===== config.mk =====
export PLATFORM = sky130hd
export DESIGN_NAME = sysarray_example_axis_gen_flat
export DESIGN_NICKNAME = d
export VERILOG_FILES = /design/src/rtl/sysarray_example_axis_gen_if.sv /design/src/rtl/sysarray_example_axis_gen.sv /design/src/flat_wrapper.sv
export SDC_FILE = /design/constraint.sdc
export NUM_CORES = 2
export LEC_CHECK = 0
export BUFFER_PORTS_ARGS = -buffer_cell sky130_fd_sc_hd__buf_4
export CORE_ASPECT_RATIO = 1.75
export CORE_MARGIN = 4
export CORE_UTILIZATION = 57
export DETAILED_ROUTE_END_ITERATION = 16
export PLACE_DENSITY_LB_ADDON = 0.25
export SYNTH_ARGS = -nofsm -noshare
export SYNTH_HDL_FRONTEND = slang
export SYNTH_SLANG_ARGS = --single-unit

===== constraint.sdc =====
create_clock -name m_axis_aclk -period 24.5 [get_ports m_axis_aclk]
set_input_delay 2.45 -clock m_axis_aclk [delete_from_list [all_inputs] [get_ports m_axis_aclk]]
set_output_delay 2.45 -clock m_axis_aclk [all_outputs]
set_load 0.02 [all_outputs]

===== src/rtl/sysarray_example_axis_gen_if.sv =====
// AXI4-Stream bundle between the packet generator and its consumer.
// Handshake: a beat transfers on a rising clock edge where tvalid and tready
// are both high. Once tvalid is raised the master holds tvalid, tdata, tkeep
// and tlast unchanged until that transfer happens. tvalid never depends
// combinationally on tready.
//   tvalid  master -> slave  beat valid
//   tready  slave -> master  consumer ready
//   tdata   master -> slave  beat payload, DATA_WIDTH bits
//   tkeep   master -> slave  byte enables, DATA_WIDTH/8 bits
//   tlast   master -> slave  final beat of the packet
interface sysarray_example_axis_gen_if #(
    parameter int DATA_WIDTH = 512
);
    logic                      tvalid;
    logic                      tready;
    logic [DATA_WIDTH-1:0]     tdata;
    logic [DATA_WIDTH/8-1:0]   tkeep;
    logic                      tlast;

    modport master (output tvalid, output tdata, output tkeep, output tlast, input tready);
    modport slave  (input tvalid, input tdata, input tkeep, input tlast, output tready);
endinterface


===== src/rtl/sysarray_example_axis_gen.sv =====
// AXI4-Stream packet generator. A start pulse in IDLE latches a byte length
// and a seed. The block then emits ceil(length/BPB) beats. Lane i of beat k
// carries seed + k*LANES + i, wrapping modulo 2^C_ADDER_BIT_WIDTH. When the
// final beat handshakes, the block spends one cycle in DONE with ctrl_done
// high, then returns to IDLE.
// Ports:
//   m_axis_aclk    clock, rising edge
//   m_axis_areset  asynchronous active-high reset
//   ctrl_start     start request, sampled only in IDLE
//   ctrl_length    packet length in bytes, latched on accepted start
//   ctrl_seed      pattern seed, latched on accepted start
//   ctrl_busy      high whenever the state is not IDLE
//   ctrl_done      one-cycle completion pulse (the DONE state)
//   dbg_state      current FSM state: 0 IDLE, 1 RUN, 2 DONE
//   m_axis         stream master port
module sysarray_example_axis_gen #(
    parameter int C_AXIS_TDATA_WIDTH = 512,
    parameter int C_ADDER_BIT_WIDTH  = 32,
    parameter int C_LENGTH_WIDTH     = 32
) (
    input  logic                          m_axis_aclk,
    input  logic                          m_axis_areset,
    input  logic                          ctrl_start,
    input  logic [C_LENGTH_WIDTH-1:0]     ctrl_length,
    input  logic [C_ADDER_BIT_WIDTH-1:0]  ctrl_seed,
    output logic                          ctrl_busy,
    output logic                          ctrl_done,
    output logic [1:0]                    dbg_state,
    sysarray_example_axis_gen_if.master   m_axis
);
    localparam int BPB      = C_AXIS_TDATA_WIDTH / 8;
    localparam int LANES    = C_AXIS_TDATA_WIDTH / C_ADDER_BIT_WIDTH;
    localparam int LOG2_BPB = $clog2(BPB);
    localparam logic [C_ADDER_BIT_WIDTH-1:0] LANE_STEP = C_ADDER_BIT_WIDTH'(LANES);
    localparam logic [C_LENGTH_WIDTH-1:0]    ONE_BEAT  = C_LENGTH_WIDTH'(1);

    typedef enum logic [1:0] {
        S_IDLE = 2'd0,
        S_RUN  = 2'd1,
        S_DONE = 2'd2
    } state_t;

    state_t state, state_n;

    logic                          tvalid_q;
    logic                          tlast_q;
    logic [C_AXIS_TDATA_WIDTH-1:0] tdata_q;
    logic [BPB-1:0]                tkeep_q;
    logic [C_ADDER_BIT_WIDTH-1:0]  base_q;       // first-lane value of the next beat to load
    logic [C_LENGTH_WIDTH-1:0]     beat_cnt;     // index of the next beat to load
    logic [C_LENGTH_WIDTH-1:0]     beats_q;      // total beats in the packet
    logic [BPB-1:0]                last_keep_q;  // tkeep for the final beat

    logic                          beat_hs;
    logic                          load_first;
    logic                          load_next;
    logic                          next_is_last;
    logic [C_LENGTH_WIDTH-1:0]     beats_in;
    logic [BPB-1:0]                keep_in;

    // The shift plus a remainder flag computes ceil(length/BPB) without
    // overflow, even when length is at its maximum value.
    assign beats_in = (ctrl_length >> LOG2_BPB)
                    + {{(C_LENGTH_WIDTH-1){1'b0}}, |ctrl_length[LOG2_BPB-1:0]};

    always_comb begin
        keep_in = '0;
        for (int j = 0; j < BPB; j++) begin
            keep_in[j] = (ctrl_length[LOG2_BPB-1:0] == '0)
                      || (LOG2_BPB'(j) < ctrl_length[LOG2_BPB-1:0]);
        end
    end

    function automatic logic [C_AXIS_TDATA_WIDTH-1:0] lane_pattern(
        input logic [C_ADDER_BIT_WIDTH-1:0] base
    );
        logic [C_AXIS_TDATA_WIDTH-1:0] d;
        d = '0;
        for (int i = 0; i < LANES; i++) begin
            d[i*C_ADDER_BIT_WIDTH +: C_ADDER_BIT_WIDTH] = base + C_ADDER_BIT_WIDTH'(i);
        end
        return d;
    endfunction

    assign beat_hs      = tvalid_q && m_axis.tready;
    assign load_first   = (state == S_IDLE) && ctrl_start && (ctrl_length != '0);
    assign load_next    = (state == S_RUN) && beat_hs && !tlast_q;
    assign next_is_last = (beat_cnt == beats_q - ONE_BEAT);

    // State register.
    always_ff @(posedge m_axis_aclk or posedge m_axis_areset) begin
        if (m_axis_areset) begin
            state <= S_IDLE;
        end else begin
            state <= state_n;
        end
    end

    // Next-state logic. A zero-length start goes straight to DONE so that
    // the caller still sees a completion pulse.
    always_comb begin
        state_n = state;
        case (state)
            S_IDLE: begin
                if (ctrl_start) begin
                    state_n = (ctrl_length == '0) ? S_DONE : S_RUN;
                end
            end
            S_RUN: begin
                if (beat_hs && tlast_q) begin
                    state_n = S_DONE;
                end
            end
            S_DONE:  state_n = S_IDLE;
            default: state_n = S_IDLE;
        endcase
    end

    // Registered output stage. It loads a beat only when the stage is empty
    // (a new start) or the current beat handshakes, so the stream outputs
    // stay stable while tready is low.
    always_ff @(posedge m_axis_aclk or posedge m_axis_areset) begin
        if (m_axis_areset) begin
            tvalid_q    <= 1'b0;
            tlast_q     <= 1'b0;
            tdata_q     <= '0;
            tkeep_q     <= '0;
            base_q      <= '0;
            beat_cnt    <= '0;
            beats_q     <= '0;
            last_keep_q <= '0;
        end else if (load_first) begin
            tvalid_q    <= 1'b1;
            tdata_q     <= lane_pattern(ctrl_seed);
            tlast_q     <= (beats_in == ONE_BEAT);
            tkeep_q     <= (beats_in == ONE_BEAT) ? keep_in : '1;
            base_q      <= ctrl_seed + LANE_STEP;
            beat_cnt    <= ONE_BEAT;
            beats_q     <= beats_in;
            last_keep_q <= keep_in;
        end else if (load_next) begin
            tdata_q  <= lane_pattern(base_q);
            tlast_q  <= next_is_last;
            tkeep_q  <= next_is_last ? last_keep_q : '1;
            base_q   <= base_q + LANE_STEP;
            beat_cnt <= beat_cnt + ONE_BEAT;
        end else if (beat_hs) begin
            // The final beat was accepted, so the output stage is now empty.
            tvalid_q <= 1'b0;
            tlast_q  <= 1'b0;
            beat_cnt <= '0;
        end
    end

    assign m_axis.tvalid = tvalid_q;
    assign m_axis.tdata  = tdata_q;
    assign m_axis.tkeep  = tkeep_q;
    assign m_axis.tlast  = tlast_q;

    assign ctrl_busy = (state != S_IDLE);
    assign ctrl_done = (state == S_DONE);
    assign dbg_state = state;
endmodule


===== src/flat_wrapper.sv =====
// flat-port wrapper written by rule: the top's interface ports become plain ports
module sysarray_example_axis_gen_flat 
#(
    parameter int C_AXIS_TDATA_WIDTH = 512,
    parameter int C_ADDER_BIT_WIDTH  = 32,
    parameter int C_LENGTH_WIDTH     = 32
)
  (m_axis_aclk, m_axis_areset, ctrl_start, ctrl_length, ctrl_seed, ctrl_busy, ctrl_done, dbg_state, m_axis_tvalid, m_axis_tdata, m_axis_tkeep, m_axis_tlast, m_axis_tready);
  sysarray_example_axis_gen_if #(.DATA_WIDTH((512))) m_axis_i ();
  input  logic m_axis_aclk;
  input  logic m_axis_areset;
  input  logic ctrl_start;
  input  logic [C_LENGTH_WIDTH-1:0] ctrl_length;
  input  logic [C_ADDER_BIT_WIDTH-1:0] ctrl_seed;
  output logic ctrl_busy;
  output logic ctrl_done;
  output logic [1:0] dbg_state;
  output wire logic [$bits(m_axis_i.tvalid)-1:0] m_axis_tvalid;
  output wire logic [$bits(m_axis_i.tdata)-1:0] m_axis_tdata;
  output wire logic [$bits(m_axis_i.tkeep)-1:0] m_axis_tkeep;
  output wire logic [$bits(m_axis_i.tlast)-1:0] m_axis_tlast;
  input wire logic [$bits(m_axis_i.tready)-1:0] m_axis_tready;
  assign m_axis_tvalid = m_axis_i.tvalid;
  assign m_axis_tdata = m_axis_i.tdata;
  assign m_axis_tkeep = m_axis_i.tkeep;
  assign m_axis_tlast = m_axis_i.tlast;
  assign m_axis_i.tready = m_axis_tready;
  sysarray_example_axis_gen #(.C_AXIS_TDATA_WIDTH(C_AXIS_TDATA_WIDTH), .C_ADDER_BIT_WIDTH(C_ADDER_BIT_WIDTH), .C_LENGTH_WIDTH(C_LENGTH_WIDTH)) u_core (.m_axis_aclk(m_axis_aclk), .m_axis_areset(m_axis_areset), .ctrl_start(ctrl_start), .ctrl_length(ctrl_length), .ctrl_seed(ctrl_seed), .ctrl_busy(ctrl_busy), .ctrl_done(ctrl_done), .dbg_state(dbg_state), .m_axis(m_axis_i));
endmodule

==> results.tsv <==
metric	value	unit
outcome	finished clean	
Worst Tran Pin Value	1.33	ns
# nets final	4694	
CTS resizes	0	
final wirelength	151	mm
CTS Sinks	701	
flop-to-flop setup slack	19.14	ns
RSZ-0062 raised after global routing	false	
Setup-failing EPs final	0	
first-pass GRT wire length	221	mm
required time of the critical path	24.96	ns
Ports	650	
yosys warns	0	
Bufs and invs on worst path	5	
largest cells by area after synthesis	dfrtp_1 (47%), nor2_1 (7.5%), a21oi_1 (6.4%)	
overall routing resource usage	42.0	%
post-DP HPWL	108	mm
Max Clock Skew	0.0350	ns
vias per std cell	6.35	
post-synthesis simple-gate area fraction	19.8	%
die area	0.0694	mm2
R2R cell count	13	
crit-path max cell delay	0.87	ns
vias in the first global route	33400	
Max clock buf depth	3	
fin area	0.0442	mm2
CTS tree	done	
Hold Crit Start	u_core.m_axis.tdata[131]$_DFFE_PP0P_	
cell mode on critical path	buf_4	
crit path launch	ctrl_length[2]	
synthesized instance count	4192	
Compound-Gate Fraction of Synth Area	15.9	%
instance count on the critical path	15	
Async SR Flop Fraction	100	%
Area Growth Syn to Fin	19.1	%
maxcap violations	0	
Critical Path End	u_core.m_axis.tdata[503]$_DFFE_PP0P_	
EDFF count, synth	0	
Die Y	346	um
Yosys top cell area share	47.3	%
Post-synth top flop	dfrtp_1	
setup bufs post-CTS	0	
crit path max fanout	23	
total CTS buffers	66	
clock root cell	clkbuf_16	
Setup CP Type	in -> reg	
Hold Vio Cnt, Final	0	
final global-route overflow total	0	
FF-to-FF Start	u_core.dbg_state[0]$_DFFE_PP0P_	
post-synthesis mux area share	3.04	%
layout cells sized above 1	20.1	%
Cell Pwr Density	78.6	mW/mm2
Core Area	0.0645	mm2
startpoint types	primary input	
worst r2r dst	u_core.m_axis.tdata[503]$_DFFE_PP0P_	
final setup TNS	0	ns
Initial Utilization	57.6	%
Synth Area per Inst	8.85	um2
period utilization	30.8	%
Seq/Total Area, Yosys	47.3	%
remaining antenna violation count	0	
largest net degree at the start of global routing	243	
syn_nets	4278	
#FFs+latches synth	701	
Final Core Density	68.5	%
DRC viols	0	
Pleak	19.1	nW
post-DR wirelength/cell	27.5	um
DR vias	34700	
TritonRoute pass-1 iters	6	
Fin Hold WS	0.473	ns
critical-path cell list	buf_4 > or3_1 > nor2_8 > inv_4 > o31a_2 > buf_4 > mux2i_4 > ha_1 > inv_1 > a21oi_2 > buf_4 > o21a_1 > nor3_1 > xor2_1 > a21oi_1	
FP Rows	123	
Slew Limit Headroom	11.6	%
delay-heaviest family, CP	compound AO/OA/AOI/OAI gates	
worst vdd ir	0.0648	mV
Placed Area	0.0420	mm2
largest area contributor in the netlist	dfrtp_1	
CP max stage cell	mux2i_4	
f_max	0.132	GHz
Crit. End Element	flip-flop	
Port Buffer Count	649	
worst skew pair latency	0.64	ns
post-synthesis xor/xnor area fraction	8.45	%
initial antenna violation count	5	
Die Width	201	um
Slew Limit Fails	0	
largest family of logic cells by synthesized area	simple AND/OR/NAND/NOR gates	
Worst EP arrival	8.01	ns
Hold Crit Class	reg -> reg	
CTS Hold Buffers Added	0	
adder-cell share of the synthesized area	0.607	%
Syn Std Cell Area	0.0371	mm2
cell with the most instances after synthesis	nor2_1	
Netlist cell types	94	
H-tree level count	3	
min cycle time layout	7.55	ns
gpl congestion	1.01	
top post-synthesis cells by count	nor2_1 (738), dfrtp_1 (701), a21oi_1 (471)	
DR iter-0 viols	3658	
Reg clk slew, reported paths	0.07	ns
[metal layers]
| metal | vias to the layer above | global-route usage [%] | share of wire, % |
|---|---|---|---|
| li1 | 15200 | - | - |
| met1 | 16800 | 48.1 | 34 |
| met2 | 2187 | 66.1 | 46 |
| met3 | 567 | 11.1 | 10 |
| met4 | 2 | 34.1 | 10 |
| met5 | - | 0 | 0.0080 |
[layout by cell type (no fill, tap or decap), drive strengths merged, types with 27 or more instances in the layout]
cell and n:
nor3 192, nand2b 27, buf 715, inv 35, clkbuf 83, o21a 93, dfrtp 701, nand2 346
xor2 200, o21ai 221, xnor2 158, and3 30, nand4 55, a21oi 476, a311oi 34, mux2i 86
nor4 45, nor2 740, nand3 78
[worst min-delay path by stage]
stage / to / slack (ns) / cells after the start
3_3_place_gp: u_core.m_axis.tdata[131]$_DFFE_PP0P_ / 0.45 / 2
3_5_place_dp: u_core.last_keep_q[0]$_DFFE_PP0N_ / 0.46 / 1
6_report: u_core.m_axis.tdata[131]$_DFFE_PP0P_ / 0.47 / 2
5_1_grt: u_core.last_keep_q[0]$_DFFE_PP0N_ / 0.50 / 1
2_1_floorplan: u_core.last_keep_q[0]$_DFFE_PP0N_ / 0.43 / 1
4_1_cts: u_core.m_axis.tdata[131]$_DFFE_PP0P_ / 0.47 / 2
[area by class of cell]
type                            instances  area [um2]
Fill cell                            5251       20300
Clock inverter                         30         323
Inverter                               30         123
Tap cell                              812        1020
Timing Repair Buffer                  715        5390
Clock buffer                           83        1810
Antenna cell                            5        12.5
Multi-Input combinational cell       3094       18000
Sequential cell                       701       17500
[kinds of logic after synthesis]
kind of cell | count (synthesis)
DFF | 701
and+or+nand+nor | 1621
AOI/OAI and AO/OA | 994
buffers and inverters | 397
xor gates and xnor gates | 358
muxes | 103
adders and majority gates | 18
[sequential cells by signal, indices dropped and copies added, names as in the netlist]
name                  count
u_core.last_keep_q       64
u_core.dbg_state          2
u_core.m_axis.tdata     478
u_core.base_q            32
u_core.m_axis.tkeep      64
u_core.beat_cnt          32
u_core.m_axis.tvalid      1
u_core.beats_q           27
u_core.m_axis.tlast       1
[tightest hold or removal path: stages (launching register included)]
cell and delay (ns):
dfrtp_1 0.35, nand2_1 0.05, nand2_1 0.05
[where the power goes]
group / switching, mW / internal (mW)
Combinational: 0.610 / 0.362
Sequential: 0.132 / 1.32
Clock: 0.474 / 0.580
[through the flow]
step / cells / power (mW) / setup slack (ns)
after CTS: 5465 / 3.47 / 17.04
after global routing: 5466 / 3.59 / 16.78
after detailed placement: 5352 / 2.42 / 16.50
final: 5470 / 3.48 / 16.95
after floorplan: 4192 / 1.96 / 2.39
after global placement: 5352 / 2.41 / 16.60
Power figures use the tool's default switching activity.
